--- config.mk ---
export PLATFORM = sky130hd
export DESIGN_NAME = ibex_bus_arbiter
export DESIGN_NICKNAME = d
export VERILOG_FILES = /design/src/rtl/ibex_bus_pkg.sv /design/src/rtl/ibex_bus_decode.sv /design/src/rtl/ibex_bus_arbiter.sv
export SDC_FILE = /design/constraint.sdc
export NUM_CORES = 1
export LEC_CHECK = 0
export ABC_AREA = 1
export BUFFER_PORTS_ARGS = -buffer_cell sky130_fd_sc_hd__buf_2
export CELL_PAD_IN_SITES_DETAIL_PLACEMENT = 1
export CELL_PAD_IN_SITES_GLOBAL_PLACEMENT = 1
export CORE_MARGIN = 8
export CORE_UTILIZATION = 20
export CTS_BUF_LIST = sky130_fd_sc_hd__clkbuf_8
export CTS_CLUSTER_DIAMETER = 30
export CTS_CLUSTER_SIZE = 12
export DETAILED_ROUTE_END_ITERATION = 10
export GPL_TIMING_DRIVEN = 1
export PLACE_DENSITY = 0.85
export SYNTH_ARGS = -nofsm -noshare
export SYNTH_HDL_FRONTEND = slang
export SYNTH_HIERARCHICAL = 1
export SYNTH_SLANG_ARGS = --single-unit
--- constraint.sdc ---
create_clock -name clk_i -period 1.6 [get_ports clk_i]
set_input_delay 0.16 -clock clk_i [delete_from_list [all_inputs] [get_ports clk_i]]
set_output_delay 0.16 -clock clk_i [all_outputs]
set_load 0.005 [all_outputs]
--- src/rtl/ibex_bus_pkg.sv ---
// Shared types for the Ibex two-host bus fabric: decode targets, host IDs
// and the one-deep response slot that carries a grant into its response cycle.
package ibex_bus_pkg;

  typedef enum logic [1:0] {
    TgtSram = 2'd0,
    TgtLed  = 2'd1,
    TgtErr  = 2'd2
  } bus_target_e;

  typedef enum logic {
    HostInstr = 1'b0,
    HostData  = 1'b1
  } bus_host_e;

  // we marks data writes so their response carries zero read data.
  typedef struct packed {
    logic        valid;
    bus_host_e   host;
    bus_target_e target;
    logic        we;
    logic [31:0] led_rdata;
  } bus_rsp_slot_t;

endpackage

--- src/rtl/ibex_bus_decode.sv ---
// Pure combinational address decode to SRAM, LED register or error target.
// SRAM takes precedence if the LED word ever falls inside the SRAM window.
module ibex_bus_decode
  import ibex_bus_pkg::*;
#(
  parameter int unsigned MemSize  = 65536,
  parameter logic [31:0] MemStart = 32'h0000_0000,
  parameter logic [31:0] LedAddr  = 32'h8000_0000
) (
  input  logic [31:0] addr,
  output bus_target_e target
);

  localparam logic [31:0] MemMask = ~(32'(MemSize) - 32'd1);

  // NOTE: target gets a default before any branch so no path leaves it unassigned (no latch).
  always_comb begin
    target = TgtErr;
    if ((addr & MemMask) == MemStart) begin
      target = TgtSram;
    end else if (addr[31:2] == LedAddr[31:2]) begin
      target = TgtLed;
    end
  end

endmodule

--- src/rtl/ibex_bus_arbiter.sv ---
// Two-host (instr/data) to SRAM + LED fabric with a fairness bit, one
// transaction per cycle and a fixed one-cycle response pipeline.
module ibex_bus_arbiter
  import ibex_bus_pkg::*;
#(
  parameter int unsigned MemSize  = 65536,
  parameter logic [31:0] MemStart = 32'h0000_0000,
  parameter logic [31:0] LedAddr  = 32'h8000_0000,
  parameter int unsigned LedWidth = 4
) (
  input  logic                clk_i,
  input  logic                rst_i,
  input  logic                instr_req_i,
  input  logic [31:0]         instr_addr_i,
  output logic                instr_gnt_o,
  output logic                instr_rvalid_o,
  output logic [31:0]         instr_rdata_o,
  output logic                instr_err_o,
  input  logic                data_req_i,
  input  logic                data_we_i,
  input  logic [3:0]          data_be_i,
  input  logic [31:0]         data_addr_i,
  input  logic [31:0]         data_wdata_i,
  output logic                data_gnt_o,
  output logic                data_rvalid_o,
  output logic                data_err_o,
  output logic [31:0]         data_rdata_o,
  output logic                mem_req_o,
  output logic                mem_we_o,
  output logic [3:0]          mem_be_o,
  output logic [31:0]         mem_addr_o,
  output logic [31:0]         mem_wdata_o,
  input  logic                mem_rvalid_i,
  input  logic [31:0]         mem_rdata_i,
  output logic [LedWidth-1:0] led_o
);

  bus_target_e   instr_tgt_raw, instr_tgt, data_tgt, win_tgt;
  bus_rsp_slot_t slot_q;
  logic [LedWidth-1:0] led_q;
  logic prio_instr;
  logic instr_win, data_win, slot_live;
  logic [31:0] rsp_rdata;

  ibex_bus_decode #(.MemSize(MemSize), .MemStart(MemStart), .LedAddr(LedAddr)) u_dec_instr (
    .addr   (instr_addr_i),
    .target (instr_tgt_raw)
  );

  ibex_bus_decode #(.MemSize(MemSize), .MemStart(MemStart), .LedAddr(LedAddr)) u_dec_data (
    .addr   (data_addr_i),
    .target (data_tgt)
  );

  // The LED register is data-only; fetching from it is a bus error.
  assign instr_tgt = (instr_tgt_raw == TgtLed) ? TgtErr : instr_tgt_raw;

  always_comb begin
    instr_win = 1'b0;
    data_win  = 1'b0;
    if (!rst_i) begin
      if (instr_req_i && data_req_i) begin
        instr_win = prio_instr;
        data_win  = !prio_instr;
      end else begin
        instr_win = instr_req_i;
        data_win  = data_req_i;
      end
    end
  end

  assign instr_gnt_o = instr_win;
  assign data_gnt_o  = data_win;
  assign win_tgt     = data_win ? data_tgt : instr_tgt;

  always_comb begin
    mem_req_o   = 1'b0;
    mem_we_o    = 1'b0;
    mem_be_o    = 4'h0;
    mem_addr_o  = '0;
    mem_wdata_o = '0;
    if (instr_win && instr_tgt == TgtSram) begin
      mem_req_o  = 1'b1;
      mem_be_o   = 4'hF;
      mem_addr_o = instr_addr_i;
    end else if (data_win && data_tgt == TgtSram) begin
      mem_req_o   = 1'b1;
      mem_we_o    = data_we_i;
      mem_be_o    = data_be_i;
      mem_addr_o  = data_addr_i;
      mem_wdata_o = data_wdata_i;
    end
  end

  // NOTE: state registers use non-blocking assignments so every flop samples pre-edge values.
  always_ff @(posedge clk_i) begin
    if (rst_i) begin
      prio_instr <= 1'b1;
      led_q      <= '0;
      slot_q     <= '0;
    end else begin
      if (instr_req_i && data_req_i) begin
        prio_instr <= !instr_win;
      end
      if (data_win && data_we_i && data_tgt == TgtLed && data_be_i[0]) begin
        led_q <= data_wdata_i[LedWidth-1:0];
      end
      slot_q.valid     <= instr_win || data_win;
      slot_q.host      <= data_win ? HostData : HostInstr;
      slot_q.target    <= win_tgt;
      slot_q.we        <= data_win && data_we_i;
      slot_q.led_rdata <= 32'(led_q);
    end
  end

  // Gating with rst_i drops a response whose grant preceded a reset.
  assign slot_live = slot_q.valid && !rst_i;

  always_comb begin
    rsp_rdata = '0;
    if (!slot_q.we) begin
      case (slot_q.target)
        TgtSram: rsp_rdata = mem_rdata_i;
        TgtLed:  rsp_rdata = slot_q.led_rdata;
        default: rsp_rdata = '0;
      endcase
    end
  end

  assign instr_rvalid_o = slot_live && (slot_q.host == HostInstr);
  assign data_rvalid_o  = slot_live && (slot_q.host == HostData);
  assign instr_rdata_o  = instr_rvalid_o ? rsp_rdata : '0;
  assign data_rdata_o   = data_rvalid_o ? rsp_rdata : '0;
  assign instr_err_o    = instr_rvalid_o && (slot_q.target == TgtErr);
  assign data_err_o     = data_rvalid_o && (slot_q.target == TgtErr);
  assign led_o          = led_q;

  always_ff @(posedge clk_i) begin
    if (slot_live && slot_q.target == TgtSram) begin
      assert (mem_rvalid_i)
        else $error("mem_rvalid_i low while an SRAM response is due");
    end
  end

endmodule
==> impl_metrics.csv <==
group,metric,value,unit
run_status,outcome,"finished with violations",
run_status,violations,"setup timing",
clocking,clock_path_buffers,2,
cells_and_area,drive_gt1_frac,0.743,
yosys,synth_warnings,6,
job,max-cap-violations,0,
worst_setup_path,crit_top_cell,"nor2_2",
timing,slew_headroom,0.778,
clocking,cts_made_buffers,3,
worst_setup_path,crit_family,"simple AND/OR/NAND/NOR gates",
worst_setup_path,cp_max_fo,6,
cells_and_area,syn_to_final_growth,128,%
die,initial_utilization,0.203,
yosys,yosysSeqAreaShare,0.100,
die,ios,282,
yosys,synth_cell_types,23,
timing,finalHoldViolCount,0,
die,die-area,18100,µm²
worst_setup_path,required,1440,ps
route,wl,18100,µm
worst_setup_path,slowest_stage,"nor2_2",
placed_design,port_buffers,280,
min_path,holdCritPathClass,"in -> reg",
clocking,clk_pin_slew_worst_paths,60,ps
grt,track_usage,0.168,
pwr,power.density,257,nW/µm²
timing,fin_skew,2.34,ps
worst_setup_path,critical_path.cell_chain,"buf_8 -> nor2_4 -> nand2_2 -> nor2_2 -> nand2_1 -> nor2_2 -> nor2_2 -> nor2_2 -> nand3_4 -> buf_6 -> buf_16 -> o21ai_2 -> buf_2",
placed_design,dp_hpwl,12600,µm
clocking,cts_tree,"yes",
worst_setup_path,r2r-start,"prio_instr",
route,vias_per_cell,4.48,
timing,period_needed,1910,ps
grt,grt_overflow_total,0,
timing,maxSlewViolCount,0,
cells_and_area,final_cells,979,
pwr,ir_drop,170,µV
grt,grt_max_degree,35,
yosys,syn-mean-instance-area,6.23,µm²
timing,tightest_slew,333,ps
grt,antenna_found_initial,2,
timing,fin_crit_sh,1.19,
die,die_w,134,µm
worst_setup_path,critPathLaunch,"instr_addr_i[27]",
route,drc,0,
yosys,synthCells,450,
placed_design,gp_congestion,0.821,
yosys,ys_seq_elements,14,
timing,hold_slack,167,ps
die,rows,43,
cells_and_area,nFillCells,1711,
route,wl_per_cell,18.4,µm
clocking,clock-sinks,14,
worst_setup_path,worst-path-stages,13,
clocking,worstSkewPairLatency,240,ps
timing,setup_viol,74,
pwr,p_leak,3.41,nW
worst_setup_path,crit_buf_inv,4,
clocking,cts_root_buf,"clkbuf_8",
worst_setup_path,critPathKind,"in -> out",
worst_setup_path,r2r_cells,6,
route,first_iter_violations,104,
worst_setup_path,critical_path.endpoint,"mem_addr_o[22]",
worst_setup_path,cp-end-kind,"output pin",
clocking,htree_levels,1,
route,vias,4385,
cells_and_area,regArea,285,µm²
cells_and_area,multi_input_area,2580,µm²
route,ant_nets,0,
route,drtPass1Iterations,4,
die,coreArea,13800,µm²
worst_setup_path,slowest_delay,180,ps
worst_setup_path,r2r_end,"slot_q[33]",
yosys,syn-num-nets,588,
timing,clock.fmax,525,MHz
worst_setup_path,crit_arrival,1750,ps
grt,grt_pass1_vias,4671,
worst_setup_path,start_kind,"input port",
cells_and_area,num-nets-final,937,
die,die_h,134,µm
min_path,hp-start,"rst_i",
grt,grt_first_pass_wirelength,24500,µm
timing,setup_ws,-307,ps
placed_design,dp.cells,942,
timing,rsz0062_at_grt,"yes",
worst_setup_path,r2r_setup_slack,350,ps
yosys,synth_area,2800,µm²
[worst reg2reg max path, stage by stage (launching register included)]
cell	delay, ps
dfxtp_1	330
nand2_1	120
nand3_4	130
inv_4	140
buf_12	210
a21oi_1	70
nor2_1	150
[placed cells by master, fill, tap and decap left out, drive strengths merged]
cell type,synthesis,layout
nor2,101,101
o21ai,35,35
buf,26,365
nand4,3,3
nor3,59,59
dfxtp,14,14
clkbuf,0,8
inv,117,118
diode,0,1
nand3,46,46
nand3b,1,1
a21oi,10,10
nand2,38,38
[where the power goes]
group,internal (W),switching (W),total [W]
clock,0.000218,0.000124,0.000342
sequential,0.000357,0.0000110,0.000368
combinational,0.000436,0.000498,0.000934
[logic make-up after synthesis]
logic type / synth area share
AO/OA/AOI/OAI: 0.102
buffers and inverters: 0.242
flip-flops: 0.100
AND/OR/NAND/NOR: 0.556
[per-stage QoR]
step	util	area (µm²)	TNS (ps)	total power, W	worst slack [ps]
2_1_floorplan	-	2800	0	0.000657	16.4
3_3_place_gp	0.342	4720	-14280	0.000987	-277
3_5_place_dp	0.342	4720	-17400	0.00101	-357
4_1_cts	0.403	5550	-11020	0.00148	-186
5_1_grt	0.463	6380	-23720	0.00173	-414
6_report	0.463	6380	-13660	0.00164	-307
[per-layer routing]
metal | global-route usage | routed length [µm] | vias to the layer above
met5 | 0 | 10 | -
met4 | 0.0324 | 386 | 2
met3 | 0.0501 | 1580 | 27
met2 | 0.319 | 9520 | 219
met1 | 0.177 | 6560 | 2060
li1 | - | - | 2077
[how the worst min path moves through the flow]
| stage | to | slack [ps] | depth (start not counted) |
|---|---|---|---|
| after floorplan | slot_q[0] | 230 | 1 |
| after global placement | slot_q[3] | 420 | 2 |
| after detailed placement | slot_q[0] | 420 | 2 |
| after CTS | slot_q[0] | 170 | 2 |
| after global routing | slot_q[0] | 170 | 2 |
| final | slot_q[0] | 170 | 2 |
[repair_timing]
| item | CTS | global route |
|---|---|---|
| gates resized for setup | 123 | 171 |
| hold buffers | 0 | 0 |
| pin swaps | 48 | 31 |
| gates cloned | 6 | 5 |
| hold endpoints to repair | 0 | 0 |
| buffers inserted | 18 | 5 |
| endpoints found under the setup margin | 117 | 120 |
[cell type report]
class | instances | share of cell area
diodes | 1 | 0.000392
inverters | 117 | 0.0711
repair inverters | 1 | 0.00176
clock buffers | 4 | 0.00862
well taps | 180 | 0.0353
flip-flops and latches | 14 | 0.0447
multi-input cells | 293 | 0.405
repair buffers | 369 | 0.433
[flip-flops by register name, summed over array words and instances, names as in the netlist]
signal,flops
slot_q,9
led_o,4
prio_instr,1
[synthesized netlist by cell type (all sizes together)]
| library cell | instances | area share |
|---|---|---|
| inv | 117 | 0.16 |
| nor2 | 101 | 0.14 |
| nor3 | 59 | 0.20 |
| nand3 | 46 | 0.14 |
| nand2 | 38 | 0.052 |
| o21ai | 35 | 0.084 |
| buf | 26 | 0.086 |
| dfxtp | 14 | 0.10 |
| a21oi | 10 | 0.018 |
| nand4 | 3 | 0.0067 |
| nand3b | 1 | 0.0071 |
No activity file was read; power rests on OpenSTA's default activity.
